File: src/rtl/masking_pkg.sv
// Shared types and share-arithmetic helpers for the Boolean-masking datapath.
// WIDTH and NSHARES are fixed here so every file agrees on the share layout.
package masking_pkg;

  localparam int WIDTH   = 8;
  localparam int NSHARES = 8;

  typedef logic [NSHARES-1:0][WIDTH-1:0] share_vec_t;
  typedef logic [NSHARES-2:0][WIDTH-1:0] rand_vec_t;

  // The last share absorbs the secret so the XOR of all shares equals it.
  function automatic share_vec_t create_shares(input logic [WIDTH-1:0] secret,
                                               input rand_vec_t rnd);
    share_vec_t       s;
    logic [WIDTH-1:0] acc;
    acc = secret;
    for (int i = 0; i < NSHARES - 1; i++) begin
      s[i] = rnd[i];
      acc  = acc ^ rnd[i];
    end
    s[NSHARES-1] = acc;
    return s;
  endfunction

  function automatic share_vec_t masked_xor(input share_vec_t a, input share_vec_t b);
    return a ^ b;
  endfunction

  function automatic logic [WIDTH-1:0] recombine_shares(input share_vec_t s);
    logic [WIDTH-1:0] acc;
    acc = '0;
    for (int i = 0; i < NSHARES; i++) begin
      acc = acc ^ s[i];
    end
    return acc;
  endfunction

endpackage

File: src/rtl/masking_share_gen.sv
// Combinational Boolean share generator: splits one secret into NSHARES shares
// using NSHARES-1 caller-supplied mask bytes.
module masking_share_gen
  import masking_pkg::*;
(
  input  logic [WIDTH-1:0]           secret_i,
  input  logic [WIDTH*(NSHARES-1)-1:0] rand_i,
  output logic [WIDTH*NSHARES-1:0]   shares_o
);

  assign shares_o = create_shares(secret_i, rand_i);

endmodule

File: src/rtl/masking_core.sv
// Two-stage masked XOR pipeline: share x and y, XOR share-wise, recombine z.
// Optional MASKING_SHARE_REFRESH_EN adds rand_z to re-mask the result shares.
module masking_core
  import masking_pkg::*;
(
  input  logic                         clk,
  input  logic                         rst,
  input  logic                         in_valid,
  input  logic [WIDTH-1:0]             x,
  input  logic [WIDTH-1:0]             y,
  input  logic [WIDTH*(NSHARES-1)-1:0] rand_x,
  input  logic [WIDTH*(NSHARES-1)-1:0] rand_y,
`ifdef MASKING_SHARE_REFRESH_EN
  input  logic [WIDTH*(NSHARES-1)-1:0] rand_z,
`endif
  output logic                         out_valid,
  output logic [WIDTH*NSHARES-1:0]     x_shares,
  output logic [WIDTH*NSHARES-1:0]     y_shares,
  output logic [WIDTH*NSHARES-1:0]     z_shares,
  output logic [WIDTH-1:0]             z_out
);

  share_vec_t       x_gen, y_gen;
  share_vec_t       x_sh1_q, y_sh1_q;
  logic             valid1_q;
  share_vec_t       x_sh2_q, y_sh2_q, z_sh_q, z_sh_d;
  logic [WIDTH-1:0] z_out_q, z_out_d;
  logic             out_valid_q;

  masking_share_gen u_x_gen (
    .secret_i (x),
    .rand_i   (rand_x),
    .shares_o (x_gen)
  );

  masking_share_gen u_y_gen (
    .secret_i (y),
    .rand_i   (rand_y),
    .shares_o (y_gen)
  );

  always_ff @(posedge clk) begin
    if (rst) begin
      valid1_q <= 1'b0;
      x_sh1_q  <= '0;
      y_sh1_q  <= '0;
    end else begin
      valid1_q <= in_valid;
      if (in_valid) begin
        x_sh1_q <= x_gen;
        y_sh1_q <= y_gen;
      end
    end
  end

`ifdef MASKING_SHARE_REFRESH_EN
  rand_vec_t        rz_v;
  logic [WIDTH-1:0] rz_acc;
  assign rz_v = rand_z;
`endif

  // z_out is taken before any refresh; refresh masks XOR to zero anyway.
  always_comb begin
    z_sh_d  = masked_xor(x_sh1_q, y_sh1_q);
    z_out_d = recombine_shares(z_sh_d);
`ifdef MASKING_SHARE_REFRESH_EN
    rz_acc = '0;
    for (int i = 0; i < NSHARES - 1; i++) begin
      z_sh_d[i] = z_sh_d[i] ^ rz_v[i];
      rz_acc    = rz_acc ^ rz_v[i];
    end
    z_sh_d[NSHARES-1] = z_sh_d[NSHARES-1] ^ rz_acc;
`endif
  end

  always_ff @(posedge clk) begin
    if (rst) begin
      out_valid_q <= 1'b0;
      x_sh2_q     <= '0;
      y_sh2_q     <= '0;
      z_sh_q      <= '0;
      z_out_q     <= '0;
    end else begin
      out_valid_q <= valid1_q;
      if (valid1_q) begin
        x_sh2_q <= x_sh1_q;
        y_sh2_q <= y_sh1_q;
        z_sh_q  <= z_sh_d;
        z_out_q <= z_out_d;
      end
    end
  end

  assign out_valid = out_valid_q;
  assign x_shares  = x_sh2_q;
  assign y_shares  = y_sh2_q;
  assign z_shares  = z_sh_q;
  assign z_out     = z_out_q;

endmodule

File: config.mk
export PLATFORM = sky130hd
export DESIGN_NAME = masking_core
export DESIGN_NICKNAME = d
export VERILOG_FILES = /design/src/rtl/masking_pkg.sv /design/src/rtl/masking_share_gen.sv /design/src/rtl/masking_core.sv
export SDC_FILE = /design/constraint.sdc
export NUM_CORES = 1
export LEC_CHECK = 0
export BUFFER_PORTS_ARGS = -buffer_cell sky130_fd_sc_hd__buf_2
export CORE_MARGIN = 10
export CORE_UTILIZATION = 30
export DETAILED_ROUTE_END_ITERATION = 8
export PLACE_DENSITY_LB_ADDON = 0.25
export SETUP_SLACK_MARGIN = 0.1
export SLEW_MARGIN = 20
export SYNTH_ARGS = -nofsm -noshare
export SYNTH_HDL_FRONTEND = slang
export SYNTH_HIERARCHICAL = 1
export SYNTH_SLANG_ARGS = --single-unit
File: constraint.sdc
create_clock -name clk -period 3.9 [get_ports clk]
set_clock_uncertainty 0.1 [all_clocks]
set_input_delay 0.39 -clock clk [delete_from_list [all_inputs] [get_ports clk]]
set_output_delay 0.39 -clock clk [all_outputs]
set_load 0.005 [all_outputs]
# Yosys cells after proc, flatten, opt, wreduce, memory -nomap -nowiden
# Cells that the tools add are included.
[totals] register_bits=330 out_inout_bits=201 wordCells=65 inputBits=131
[op_classes] bitwise_logic=22
[op_table] op="$xor A8 B8 Y8" count=21
[op_table] op="$xor A64 B64 Y64" count=1

# Depth between registers and ports, before layout
[depth] ltp_word=8 ltp_mapped=5 mapped_depth_nobuf=5

# By module
# The synthesis kept the hierarchy.
[by_module_without_submodules] module="masking_core" cells_each=1191 area_per_inst_um2=12350.6 seq_area_each_um2=6606.3 instances=1
[by_module_without_submodules] module="masking_share_gen" cells_each=112 area_per_inst_um2=910.9 seq_area_each_um2=0.0 instances=2

# Worst setup path after synthesis
# Ideal clock, no wire load.
[synth_timing] path_kind="input port to flip-flop" startpoint="in in_valid" endpoint="reg x_sh1_q[10] (netlist name)" setup_time_ps=128 path_slack_ps=2410 path_stages=5 required_time_ps=3672 arrival_time_ps=1263 cell_sequence="clkbuf_1 -> buf_2 -> buf_2 -> mux2i_1 -> nor2_1"
[synth_rtl] item="from (decl)" line="masking_core.sv:8" source="input logic in_valid,"
[synth_rtl] item="to (signal assigned)" line="masking_core.sv:50" source="x_sh1_q <= x_gen;"
[synth_rtl] item="to (decl)" line="masking_core.sv:24" source="share_vec_t x_sh1_q, y_sh1_q;"

# Worst setup path in the final report
[layout_timing] startpoint="reg y_sh1_q[56] (netlist name)" endpoint="reg z_out_q[0], in the netlist z_out[0]"
[layout_via] elab_chain_len=2
[layout_rtl] item="from (decl)" line="masking_core.sv:24"
[layout_rtl] item="from (signal assigned)" line="masking_core.sv:51" source="y_sh1_q <= y_gen;"
[layout_rtl] item="$xor A64 B64 Y64" line="masking_pkg.sv:26" source="return a ^ b;"
[layout_rtl] item="$xor A8 B8 Y8" line="masking_pkg.sv:33" source="acc = acc ^ s[i];"
[layout_rtl] item="to (signal assigned)" line="masking_core.sv:89" source="z_out_q <= z_out_d;"
[layout_rtl] item="to (decl)" line="masking_core.sv:27" source="logic [WIDTH-1:0] z_out_q, z_out_d;"
# Every way passes these cells.
# A chain may end at the register's enable or synchronous reset.

==> flow_summary.yaml <==
worst_setup_path:
  crit_path_max_fanout: 3
  crit_top_cell: "xnor2_1"
  slowest_stage: "xnor2_1"
  cp.required_ns: 4.25
  r2r_start: "y_sh1_q[56]"
  max_stage_delay_ns: 0.59
  cp-start-kind: "register"
  crit_chain: "xnor2_1 > xnor2_1 > xnor2_1 > xnor2_1 > a211oi_1"
  critPathBufInv: 0
  cp_top_family: "XOR/XNOR gates"
  worstPathArrival_ns: 2.54
  cp-startpoint: "y_sh1_q[56]"
  end_kind: "register"
  critPathKind: "reg2reg"
placed_design:
  gp_congestion: 0.8029
  io_buffers: 331
  dp_hpwl_mm: 36.47
  pre_cts_ws_ns: 1.764
routing:
  ant_nets: 0
  drc: 0
  drt-initial-drc-count: 532
  vias: 10070
  drtPass1Iterations: 4
  viasPerCell: 4.407
  post_drt_wl_per_cell_um: 21.16
  wl_mm: 48.35
final_layout:
  layout.nets: 1781
  fin_util_pct: 37.32
  fillCellCount: 4749
  antenna_cells: 0
  multiInputGateArea_sq_um: 6379
  seq_area_sq_um: 6610
  drive_gt1_share_pct: 24.02
  syn_to_final_growth_pct: 22.87
timing:
  worst-slew-pin-transition_ns: 0.8405
  rsz0062_at_grt: "no"
  worst_hold_slack_ns: 0.02664
  final.setup.tns_ns: 0
  slew_headroom_pct: 43.96
  setup_viol: 0
  setup_ws_ns: 1.715
  fmax_mhz: 457.7
  slew_viol_final: 0
  min_period_ns: 2.185
  hold_viol_final: 0
  period_share_pct: 56.02
floorplanning:
  die_w_um: 237.4
  die_area_sq_um: 56340
  fp.dieH_um: 237.4
  start_util_pct: 30.38
  fp-row-count: 79
  pin_count: 332
  core_sq_um: 46650
hold_path:
  min-delay-start: "rand_x[46]"
  hp-class: "in2reg"
grt:
  grt_pass1_wl_mm: 70.35
  grt_pass1_vias: 10280
  grt_max_degree: 97
  grt_overflow: 0
  antenna_found_initial: 2
  grt.total_usage_pct: 16.64
power_and_ir_drop:
  powerDensity_nw_per_um2: 527.2
  power_leakage_uw: 0.007529
  vdd_drop_max_v: 0.0002814
cts:
  cts_tree: "done"
  cts.reportedPaths.clkPinSlew_ns: 0.06
  clk_latency_ns: 0.55
  htreeDepth: 2
  post_cts_buffers: 0
  cts_made_buffers: 40
  clock-root-buffer: "clkbuf_16"
  clock_path_buffers: 3
  clock-sinks: 330
  cts_resized: 0
  cts-hold-fix-buffers: 47
logic_synthesis:
  yosysWarnings: 6
  synth-seq-cells: 330
  ys_seq_area_share_pct: 46.61
  syn_inst: 1415
  synthesis.nets: 1546
  synthesis.area_sq_um: 14170
  synth_area_per_cell_sq_um: 10.02
  yosysUniqueCellTypes: 11
run:
  maxCapViolations: 0
run_status:
  run_status: "completed"
-- final timing paths --
path	to	slack (ns)	depth (start not counted)
setup / recovery	z_out[0]	1.72	5
hold / removal	x_sh1_q[46]	0.03	3
hold reg to reg	z_shares[42]	0.38	2
setup reg to reg	z_out[0]	1.72	5
-- worst register-to-register path: stages (launching register included) --
cell and delay, ns:
dfxtp_1 0.55, xnor2_1 0.19, xnor2_1 0.59, xnor2_1 0.22, xnor2_1 0.18, a211oi_1 0.26
-- per-stage QoR --
step	std cells	total power, uW	cell area (sq um)
CTS	2285	9346	17410
global route	2285	9596	17410
detailed placement	2168	5359	15570
global placement	2168	5347	15570
finish	2285	9179	17410
floorplan	1415	4806	14170
-- cell usage after synthesis (all sizes together) --
cell	count	area [sq um]
nor2b	2	12.51
xor2	16	140.1
nor2	328	1231
xnor2	216	1892
mux2i	256	2562
buf	151	1022
a211oi	72	540.5
dfxtp	330	6606
clkbuf	44	165.2
-- per-layer routing --
| layer | share of wire, % | vias up | track usage, % |
|---|---|---|---|
| met5 | 0.041 | - | 0 |
| li1 | - | 5022 | - |
| met2 | 45 | 265 | 26.22 |
| met3 | 5.2 | 64 | 3.691 |
| met4 | 2.2 | 4 | 5.302 |
| met1 | 47 | 4714 | 22.20 |
-- power breakdown --
part | switching (uW) | internal [uW]
Combinational | 823 | 698
Clock | 1470 | 2430
Sequential | 191 | 3570
-- flip-flops by register name (all words and copies together) (netlist names) --
signal,count
x_shares,64
y_sh1_q,64
out_valid,1
y_shares,64
x_sh1_q,64
z_shares,64
valid1_q,1
z_out,8
-- cells in the final DEF (no fill, tap or decap) --
master | netlist | layout
dfxtp_1 | 330 | 329
clkbuf_16 | 0 | 41
xnor2_1 | 216 | 216
dlygate4sd3_1 | 0 | 47
bufinv_16 | 0 | 5
mux2i_1 | 256 | 256
clkinv_2 | 0 | 4
nor2_1 | 328 | 328
buf_4 | 112 | 4
clkbuf_8 | 0 | 10
a211oi_1 | 72 | 72
dfxtp_4 | 0 | 1
buf_2 | 28 | 329
xor2_1 | 16 | 16
clkbuf_1 | 44 | 9
buf_8 | 0 | 1
inv_6 | 0 | 1
nor2b_1 | 2 | 2
buf_12 | 0 | 6
inv_4 | 0 | 1
-- cells by family after synthesis --
kind of cell / share of synthesized area [%]
flip-flops: 46.61
AND/OR/NAND/NOR: 8.775
multiplexers: 18.08
XOR/XNOR: 14.34
buffers and inverters: 8.378
AO/OA/AOI/OAI: 3.814
-- area by class of cell --
cell class	count	area share (%)
Clock buffer	59	6.797
Clock inverter	11	1.063
Multi-Input combinational cell	890	36.63
Sequential cell	330	37.96
Tap cell	607	4.362
Timing Repair Buffer	388	13.19
Power figures use the tool's default switching activity.
